--- src/rtl/alu_pkg.sv ---
// Shared definitions for the 16-bit ALU and its command sequencer.
// Contents:
//   - opcode encodings, identical to the ALU's ALU_FUN input
//   - bit positions inside the 4-bit class flag vector
//   - sequencer FSM state encoding
//   - expected_flags(): opcode -> the single class flag the ALU should raise
package alu_pkg;

    localparam logic [3:0] FUN_ADD    = 4'b0000;
    localparam logic [3:0] FUN_SUB    = 4'b0001;
    localparam logic [3:0] FUN_MUL    = 4'b0010;
    localparam logic [3:0] FUN_DIV    = 4'b0011;
    localparam logic [3:0] FUN_AND    = 4'b0100;
    localparam logic [3:0] FUN_OR     = 4'b0101;
    localparam logic [3:0] FUN_NAND   = 4'b0110;
    localparam logic [3:0] FUN_NOR    = 4'b0111;
    localparam logic [3:0] FUN_XOR    = 4'b1000;
    localparam logic [3:0] FUN_XNOR   = 4'b1001;
    localparam logic [3:0] FUN_CMP_EQ = 4'b1010;
    localparam logic [3:0] FUN_CMP_GT = 4'b1011;
    localparam logic [3:0] FUN_CMP_LT = 4'b1100;
    localparam logic [3:0] FUN_SHR    = 4'b1101;
    localparam logic [3:0] FUN_SHL    = 4'b1110;
    localparam logic [3:0] FUN_NOP    = 4'b1111;

    // Flag vector order: {Arith, Logic, Cmp, Shift}
    localparam int FLAG_ARITH = 3;
    localparam int FLAG_LOGIC = 2;
    localparam int FLAG_CMP   = 1;
    localparam int FLAG_SHIFT = 0;

    typedef enum logic [1:0] {
        ST_IDLE    = 2'd0,
        ST_ISSUE   = 2'd1,
        ST_CAPTURE = 2'd2,
        ST_RESP    = 2'd3
    } seq_state_t;

    // Class flag the ALU raises for a given opcode; NOP raises none.
    function automatic logic [3:0] expected_flags(input logic [3:0] fun);
        logic [3:0] f;
        f = 4'b0000;
        if (fun <= FUN_DIV)
            f[FLAG_ARITH] = 1'b1;
        else if (fun <= FUN_XNOR)
            f[FLAG_LOGIC] = 1'b1;
        else if (fun <= FUN_CMP_LT)
            f[FLAG_CMP] = 1'b1;
        else if (fun <= FUN_SHL)
            f[FLAG_SHIFT] = 1'b1;
        return f;
    endfunction

endpackage

--- src/rtl/alu_flag_checker.sv ---
// Combinational check of ALU class flags against the opcode that produced them.
// Ports:
//   i_fun   [3:0]  opcode that was executed
//   i_flags [3:0]  {Arith, Logic, Cmp, Shift} flags returned by the ALU
//   o_err          1 when the flags differ from the opcode's class
module alu_flag_checker
    import alu_pkg::*;
(
    input  logic [3:0] i_fun,
    input  logic [3:0] i_flags,
    output logic       o_err
);

    logic [3:0] w_exp;

    assign w_exp = expected_flags(i_fun);
    assign o_err = (i_flags != w_exp);

endmodule

--- src/rtl/alu_sequencer.sv ---
// Command-side initiator for the registered ALU. Takes one operation per
// CMD handshake, drives it into the ALU for a single cycle, captures the
// registered result and class flags, checks the flags and returns
// result/flags/error on the RSP handshake.
// Ports:
//   CLK, RST                      clock, asynchronous active-low reset
//   CMD_VALID/CMD_READY           command handshake
//   CMD_FUN, CMD_A, CMD_B         opcode and operands
//   ALU_A, ALU_B, ALU_FUN         drive into the ALU
//   ALU_OUT, ALU_FLAGS            registered result and flags from the ALU
//   RSP_VALID/RSP_READY           response handshake
//   RSP_DATA, RSP_FLAGS, RSP_ERR  captured result, flags, error status
//   OP_COUNT                      number of responses consumed (wraps)
module alu_sequencer
    import alu_pkg::*;
#(
    parameter int WIDTH = 16,
    parameter int CNT_W = 16
) (
    input  logic             CLK,
    input  logic             RST,
    input  logic             CMD_VALID,
    output logic             CMD_READY,
    input  logic [3:0]       CMD_FUN,
    input  logic [WIDTH-1:0] CMD_A,
    input  logic [WIDTH-1:0] CMD_B,
    output logic [WIDTH-1:0] ALU_A,
    output logic [WIDTH-1:0] ALU_B,
    output logic [3:0]       ALU_FUN,
    input  logic [WIDTH-1:0] ALU_OUT,
    input  logic [3:0]       ALU_FLAGS,
    output logic             RSP_VALID,
    input  logic             RSP_READY,
    output logic [WIDTH-1:0] RSP_DATA,
    output logic [3:0]       RSP_FLAGS,
    output logic             RSP_ERR,
    output logic [CNT_W-1:0] OP_COUNT
);

    seq_state_t       r_state;
    logic [3:0]       r_fun;
    logic [WIDTH-1:0] r_alu_a;
    logic [WIDTH-1:0] r_alu_b;
    logic [3:0]       r_alu_fun;
    logic             r_rsp_valid;
    logic [WIDTH-1:0] r_rsp_data;
    logic [3:0]       r_rsp_flags;
    logic             r_rsp_err;
    logic [CNT_W-1:0] r_count;

    logic             w_flag_err;
    logic             w_div0;

    alu_flag_checker u_chk (
        .i_fun   (r_fun),
        .i_flags (ALU_FLAGS),
        .o_err   (w_flag_err)
    );

    assign w_div0    = (CMD_FUN == FUN_DIV) && (CMD_B == '0);
    assign CMD_READY = (r_state == ST_IDLE);

    assign ALU_A     = r_alu_a;
    assign ALU_B     = r_alu_b;
    assign ALU_FUN   = r_alu_fun;
    assign RSP_VALID = r_rsp_valid;
    assign RSP_DATA  = r_rsp_data;
    assign RSP_FLAGS = r_rsp_flags;
    assign RSP_ERR   = r_rsp_err;
    assign OP_COUNT  = r_count;

    always_ff @(posedge CLK or negedge RST) begin
        if (!RST) begin
            r_state     <= ST_IDLE;
            r_fun       <= FUN_NOP;
            r_alu_a     <= '0;
            r_alu_b     <= '0;
            r_alu_fun   <= FUN_NOP;
            r_rsp_valid <= 1'b0;
            r_rsp_data  <= '0;
            r_rsp_flags <= 4'b0000;
            r_rsp_err   <= 1'b0;
            r_count     <= '0;
        end else begin
            case (r_state)
                ST_IDLE: begin
                    if (CMD_VALID) begin
                        r_fun <= CMD_FUN;
                        if (w_div0) begin
                            // Divide by zero is answered locally; the ALU
                            // operand registers keep their previous values.
                            r_rsp_data  <= '0;
                            r_rsp_flags <= 4'b0000;
                            r_rsp_err   <= 1'b1;
                            r_rsp_valid <= 1'b1;
                            r_state     <= ST_RESP;
                        end else begin
                            r_alu_a   <= CMD_A;
                            r_alu_b   <= CMD_B;
                            r_alu_fun <= CMD_FUN;
                            r_state   <= ST_ISSUE;
                        end
                    end
                end
                ST_ISSUE: begin
                    // ALU registers its result at this edge; park it on NOP.
                    r_alu_fun <= FUN_NOP;
                    r_state   <= ST_CAPTURE;
                end
                ST_CAPTURE: begin
                    r_rsp_data  <= ALU_OUT;
                    r_rsp_flags <= ALU_FLAGS;
                    r_rsp_err   <= w_flag_err;
                    r_rsp_valid <= 1'b1;
                    r_state     <= ST_RESP;
                end
                ST_RESP: begin
                    if (RSP_READY) begin
                        r_rsp_valid <= 1'b0;
                        r_count     <= r_count + 1'b1;
                        r_state     <= ST_IDLE;
                    end
                end
                default: r_state <= ST_IDLE;
            endcase
        end
    end

endmodule

--- config.mk ---
export PLATFORM = sky130hd
export DESIGN_NAME = alu_sequencer
export DESIGN_NICKNAME = d
export VERILOG_FILES = /design/src/rtl/alu_pkg.sv /design/src/rtl/alu_flag_checker.sv /design/src/rtl/alu_sequencer.sv
export SDC_FILE = /design/constraint.sdc
export NUM_CORES = 1
export LEC_CHECK = 0
export ABC_CLOCK_PERIOD_IN_PS = 1650
export BUFFER_PORTS_ARGS = -buffer_cell sky130_fd_sc_hd__buf_4
export CORE_MARGIN = 5
export CORE_UTILIZATION = 44
export DETAILED_ROUTE_END_ITERATION = 12
export GPL_ROUTABILITY_DRIVEN = 0
export PLACE_DENSITY = 0.81
export SLEW_MARGIN = 20
export SYNTH_ARGS = -nofsm -noshare
export SYNTH_HDL_FRONTEND = slang
export SYNTH_SLANG_ARGS = --single-unit
--- constraint.sdc ---
create_clock -name CLK -period 1.65 [get_ports CLK]
set_input_delay 0.33 -clock CLK [delete_from_list [all_inputs] [get_ports CLK]]
set_output_delay 0.33 -clock CLK [all_outputs]
set_load 0.01 [all_outputs]
==> metrics.md, run 1 <==
| Metric | Value |
|---|---|
| Max capacitance violation total | `0` |
| Port Buffers | `between 100 and 150` |
| Reg clk slew, reported paths | `80 ps` |
| Yosys reg bits | `80` |
| Status | `complete, no violations` |
| Sequential-to-total area share from yosys stat | `0.5934` |
| Die area | `9562 sq um` |
| Clk_lat worst skew | `350 ps` |
| Worst setup path startpoint | `CMD_B[1]` |
| Starting Density | `0.4457` |
| Worst slew pin tran | `413.9 ps` |
| Via density | `a little under 5` |
| Wire per inst | `15.65 um` |
| Diodes inserted | `0` |
| Core area | `7607 sq um` |
| Post-Layout Inst Area | `4903 sq um` |
| Post-synth top area cell | `dfrtp_1` |
| Largest net degree at the start of global routing | `81` |
| Skew final | `between 6 and 7 ps` |
| CTS Buffer Depth | `2` |
| WL final | `between 7 and 8 mm` |
| CTS buffer count | `9` |
| Global route total overflow | `0` |
| Die width | `97.79 um` |
| Netlist cell types | `40` |
| Initial DRC Count | `47` |
| RSZ-0062 raised after global routing | `true` |
| First-pass GRT wire length | `between 10 and 15 mm` |
| Final hold slack | `12.10 ps` |
| Async set-reset flop share out of synthesis | `1.000` |
| Critical Path End Type | `register` |
| Total number of vias | `2536` |
| Synthesis Warnings | `0` |
| CTS tree | `yes` |
| Leakage | `2.356 nW` |
| Fraction of layout cells with a size suffix above 1 | `0.5025` |
| FILL cells | `roughly 610` |
| Pins Over Slew Limit | `0` |
| Crit-path max FO | `21` |
| Worst VDD drop | `876.9 uV` |
| HPWL after detailed placement | `6.029 mm` |
| Final core utilization | `0.6446` |
| Vias in the first global route | `2688` |
| Mapped cell area | `3391 sq um` |
| Commonest cells post-synth | `72 x dfrtp_1, 26 x mux2_1, 20 x a22o_1` |
| Layout area overhead | `44.61%` |
| DP Area | `4653 sq um` |
| NumNets Final | `468` |
| Fin crit share | `0.9655` |
| Fin. Hold Viols | `0` |
| Synth top area cells | `dfrtp_1 53%, mux2_1 8.6%, dfstp_2 6.2%` |
| Setup Crit Path Kind | `in -> reg` |
| Rows | `32` |
| Die height | `97.79 um` |
| Arrival @ worst endpoint | `1820 ps` |
| Setup TNS | `0 ps` |
| PwrDens | `approximately 1700 nW/um^2` |
| Period minus WS final | `1593 ps` |
| Post-synth EDFFs | `0` |
| Htree depth | `3` |
| Startpoint Class | `input port` |
| Initial antenna violation count | `0` |
| Fmax | `approximately 630 MHz` |
| DRC | `0` |
| Root buffer cell | `clkbuf_8` |
| Reg-to-reg startpoint | `r_fun[1]` |
| Cells after Synth | `245` |
| TritonRoute pass-1 iters | `4` |
| Hold-fix buffers at CTS | `0` |
| Top Ports | `135` |
| Top-area cell type share of the netlist area | `0.5314` |
| Max transition margin | `0.7241` |
| Gr usage total | `0.1737` |
| Top-count cell post-synth | `dfrtp_1` |
| Net Count, Synth | `310` |
| Routed Antenna Nets | `0` |
| # setup viols final | `0` |
| Pwr Total | `8.551 mW` |
| Main synth FF type | `dfrtp_1` |
| Worst EP required | `1880 ps` |
| Worst hold path type | `in -> async` |
| # clock sinks | `80` |
| Syn_area_per_cell | `13.84 sq um` |
registers in the layout, summed over array words and instances (netlist names):
signal,count
RSP_FLAGS,4
RSP_VALID,1
ALU_FUN,4
r_state,2
ALU_A,16
RSP_DATA,16
RSP_ERR,1
OP_COUNT,16
ALU_B,16
r_fun,4
worst paths after layout:
check | endpoint | slack [ps] | cells after the start
worst min register to register | OP_COUNT[15] | 480 | 1
max in group asynchronous | ALU_FUN[1] | 1280 | 2
worst max-delay path | RSP_DATA[6] | 60 | 8
worst min-delay path | ALU_A[3] | 10 | 2
min in group CLK | ALU_A[5] | 190 | 2
worst max register to register | RSP_ERR | 90 | 5
worst max-delay path: stages:
cell	delay, ps
buf_4	120
nor4_2	270
buf_4	160
nand3_2	150
o31ai_4	270
o21ai_2	110
buf_12	160
a22o_1	230
area by class of cell:
type | count | area [sq um] | share of cell area
clock buffers | 13 | 158.9 | 0.03241
clock inverters | 3 | 40.04 | 0.008165
repair buffers | 156 | 1229 | 0.2506
well taps | 102 | 127.6 | 0.02603
flip-flops and latches | 80 | 2012 | 0.4103
inverters | 8 | 30.03 | 0.006124
multi-input cells | 148 | 1306 | 0.2664
kinds of logic (layout without fill, tap and decap cells):
| family | Yosys count | after routing | share of synthesized area |
|---|---|---|---|
| flip-flops | 80 | 80 | 0.5934 |
| AND/OR/NAND/NOR | 44 | 44 | 0.07676 |
| AO/OA/AOI/OAI | 42 | 42 | 0.1022 |
| multiplexers | 40 | 40 | 0.1321 |
| XOR/XNOR | 17 | 17 | 0.04391 |
| buffers and inverters | 17 | 180 | 0.03321 |
| adder cells (fa/ha/maj) | 5 | 5 | 0.01845 |
power breakdown:
part	internal (mW)	switching, mW	leakage (nW)	total [mW]
Combinational	2.16	1.64	1.27	3.81
Clock	0.779	0.670	0.103	1.45
Sequential	2.79	0.504	0.983	3.29
Total	5.73	2.82	2.36	8.55
stage by stage:
step / worst slack (ps) / instances
final: 56.85 / 510
after global routing: -26.40 / 510
after CTS: 10.61 / 507
after detailed placement: -365.7 / 490
after global placement: -245.3 / 490
after floorplan: 0.6494 / 245
placed cells by master, fill, tap and decap left out, types with 3 or more instances in the layout:
cell / instances
dfstp_2: 8
inv_1: 6
mux2_1: 26
buf_12: 4
a2bb2oi_1: 3
mux2_2: 12
nor4_2: 3
a21oi_1: 3
xnor2_1: 13
nand2_1: 11
xor2_1: 4
ha_1: 3
o21ai_0: 3
nand4_1: 4
buf_4: 151
nor2_1: 6
dfrtp_1: 72
a22o_1: 20
nand3_1: 5
clkbuf_8: 11
metal layers:
metal / share of wire / up-vias / GRT usage
met2: 0.50 / 79 / 0.2884
met4: 0.025 / 0 / 0.07242
met3: 0.068 / 16 / 0.05500
met5: 0 / - / 0
met1: 0.40 / 1237 / 0.2098
li1: - / 1204 / -
timing repair:
| action | in CTS | in global routing |
|---|---|---|
| gates cloned | 0 | 0 |
| resized for setup | 2 | 3 |
| endpoints found under the setup margin | 3 | 58 |
| pin swaps | 1 | 2 |
| setup buffers | 1 | 3 |
Power figures use the tool's default switching activity.
==> inputs of run 2 (changes only) <==
--- a/config.mk
+++ b/config.mk
@@ -9,6 +9,7 @@
 export BUFFER_PORTS_ARGS = -buffer_cell sky130_fd_sc_hd__buf_4
 export CORE_MARGIN = 5
 export CORE_UTILIZATION = 44
+export CTS_BUF_LIST = sky130_fd_sc_hd__clkbuf_16
 export DETAILED_ROUTE_END_ITERATION = 12
 export GPL_ROUTABILITY_DRIVEN = 0
 export PLACE_DENSITY = 0.81
==> metrics.md, run 2 (synthesis results as in run 1) <==
| Metric | Value |
|---|---|
| CTS buffer count | `9 (unchanged)` |
| WL final | `7.944 mm (was 7.980 mm)` |
| Pins Over Slew Limit | `0 (unchanged)` |
| Status | `complete, no violations (unchanged)` |
| Total number of vias | `2528 (was 2536)` |
| Starting Density | `0.4457 (unchanged)` |
| NumNets Final | `465 (was 468)` |
| Wire per inst | `15.67 um (was 15.65 um)` |
| Sw Share | `0.3211 (was 0.3296)` |
| Clk pwr share | `0.210 (was 0.169)` |
| Fraction of layout cells with a size suffix above 1 | `0.4938 (was 0.5025)` |
| Combinational Power Share | `0.419 (was 0.445)` |
| Clk_lat worst skew | `330 ps (was 350 ps)` |
| TritonRoute pass-1 iters | `4 (unchanged)` |
| Commonest cells after routing, fill and taps aside | `148 x buf_4, 72 x dfrtp_1, 26 x mux2_1 (was 151 x buf_4, 72 x dfrtp_1, 26 x mux2_1)` |
| FF+latch area | `2012 sq um (unchanged)` |
| Port Buffers | `134 (unchanged)` |
| PwrDens | `1798 nW/um^2 (was 1744 nW/um^2)` |
| Worst slew pin tran | `418.8 ps (was 413.9 ps)` |
| Cell Int Power | `6.063 mW (was 5.733 mW)` |
| First-pass GRT wire length | `13.24 mm (was 13.34 mm)` |
| RSZ-0062 raised after global routing | `true (unchanged)` |
| Skew final | `5.632 ps (was 6.370 ps)` |
| Global route total overflow | `0 (unchanged)` |
| Die area | `9562 sq um (unchanged)` |
| Setup Crit Path Kind | `in -> reg (unchanged)` |
| Critical Path End Type | `register (unchanged)` |
| Root buffer cell | `clkbuf_16 (was clkbuf_8)` |
| Reg clk slew, reported paths | `60 ps (was 80 ps)` |
| Max capacitance violation total | `0 (unchanged)` |
| Routed Antenna Nets | `0 (unchanged)` |
| CTS tree | `yes (unchanged)` |
| Max transition margin | `0.7208 (was 0.7241)` |
| Initial DRC Count | `51 (was 47)` |
| Arrival @ worst endpoint | `1820 ps (about the same)` |
| Crit-path max FO | `21 (unchanged)` |
| # clock sinks | `80 (unchanged)` |
| CTS Buffer Depth | `2 (unchanged)` |
| Layout area overhead | `46.49% (was 44.61%)` |
| Reg power frac | `0.371 (was 0.385)` |
| Core area | `7607 sq um (unchanged)` |
| Worst hold path type | `in -> async (unchanged)` |
| Commonest non-fill, non-tap cell in the layout | `buf_4 (unchanged)` |
| Initial antenna violation count | `0 (unchanged)` |
| Reg-to-reg startpoint | `r_fun[2] (was r_fun[1])` |
| Gr usage total | `0.1706 (was 0.1737)` |
| Fin. Hold Viols | `0 (unchanged)` |
| # setup viols final | `0 (unchanged)` |
| Worst EP required | `1860 ps (was 1880 ps)` |
| Startpoint Class | `input port (unchanged)` |
| Pwr Total | `8.930 mW (was 8.551 mW)` |
| Switch Pwr | `2.867 mW (was 2.818 mW)` |
| Via density | `4.986 (was 4.973)` |
| Largest net degree at the start of global routing | `81 (unchanged)` |
| Rows | `32 (unchanged)` |
| Period minus WS final | `1613 ps (was 1593 ps)` |
| Fin crit share | `0.9775 (was 0.9655)` |
| Htree depth | `3 (unchanged)` |
| Worst setup path startpoint | `CMD_B[1] (unchanged)` |
| HPWL after detailed placement | `6.029 mm (unchanged)` |
| DRC | `0 (unchanged)` |
| Vias in the first global route | `2682 (was 2688)` |
| Top Ports | `135 (unchanged)` |
| Die width | `97.79 um (unchanged)` |
| Diodes inserted | `0 (unchanged)` |
| Leakage | `2.385 nW (was 2.356 nW)` |
| Area of the multi-input gates | `1311 sq um (was 1306 sq um)` |
| Setup TNS | `0 ps (unchanged)` |
| Post-route insts no fill | `507 (was 510)` |
| Worst VDD drop | `1044 uV (was 876.9 uV)` |
| Cells after DPL | `490 (unchanged)` |
| Final hold slack | `42.51 ps (was 12.10 ps)` |
| Fmax | `620.0 MHz (was 627.7 MHz)` |
| Die height | `97.79 um (unchanged)` |
| FILL cells | `603 (was 608)` |
## run 2: cell types whose count changed in the layout (fill, tap and decap cells not counted)
cell	previous run	this run
buf_4	151	148
clkbuf_8	11	0
clkbuf_1	2	0
nor2_2	1	0
clkinv_1	0	2
clkbuf_16	0	9
nor2_4	0	1
inv_1	6	8
## run 2: final cells by class
cell class	count	share of cell area
clock buffer	9	0.04534
clock inverter	7	0.01108
multi-input combinational	148	0.2640
timing repair buffer	153	0.2428
inverter	8	0.006045
tap	102	0.02569
sequential	80	0.4050
## run 2: worst paths after layout
check                                to  slack, ps  depth (start not counted)
max in group asynchronous    ALU_FUN[3]       1260                          2
min reg2reg                OP_COUNT[15]        470                          1
min in group CLK               ALU_A[5]        210                          2
min                            ALU_A[3]         40                          2
max reg2reg                     RSP_ERR         70                          4
max                         RSP_DATA[6]         40                          8
## run 2: power groups by stage
stage	Sequential [mW]	Clock, mW	Combinational (mW)
final	3.31	1.87	3.74
after floorplan	3.57	0	1.70
after global placement	3.28	0	3.64
after global routing	3.42	1.99	4.08
after CTS	3.31	1.91	3.78
after detailed placement	3.33	0	3.76
## run 2: repair_timing
action | CTS | global route
endpoints found under the setup margin | 14 | 4
pin swaps | 0 | 1
resized for setup | 3 | 3
hold buffers | 0 | 0
buffers inserted | 0 | 1
## run 2: critical path, cell delays in order
cell     delay, ps
buf_4          120
nor4_2         280
buf_4          160
nand3_2        150
o31ai_4        270
o21ai_2        120
buf_12         170
a22o_1         230
## run 2: stage by stage
| stage | setup WS, ps | area [sq um] | utilization |
|---|---|---|---|
| 6_report | 37.10 | 4967 | 0.6530 |
| 2_1_floorplan | 0.6494 | 3406 | - |
| 3_3_place_gp | -245.3 | 4653 | 0.6117 |
| 5_1_grt | -19.24 | 4967 | 0.6530 |
| 4_1_cts | 3.062 | 4949 | 0.6505 |
| 3_5_place_dp | -365.7 | 4653 | 0.6117 |
## run 2: routing by layer
metal,vias up,part of all wire,global-route usage
met5,-,0,0
met4,0,0.021,0.06922
met3,16,0.069,0.04857
met2,84,0.50,0.2852
met1,1223,0.41,0.2085
li1,1205,-,-
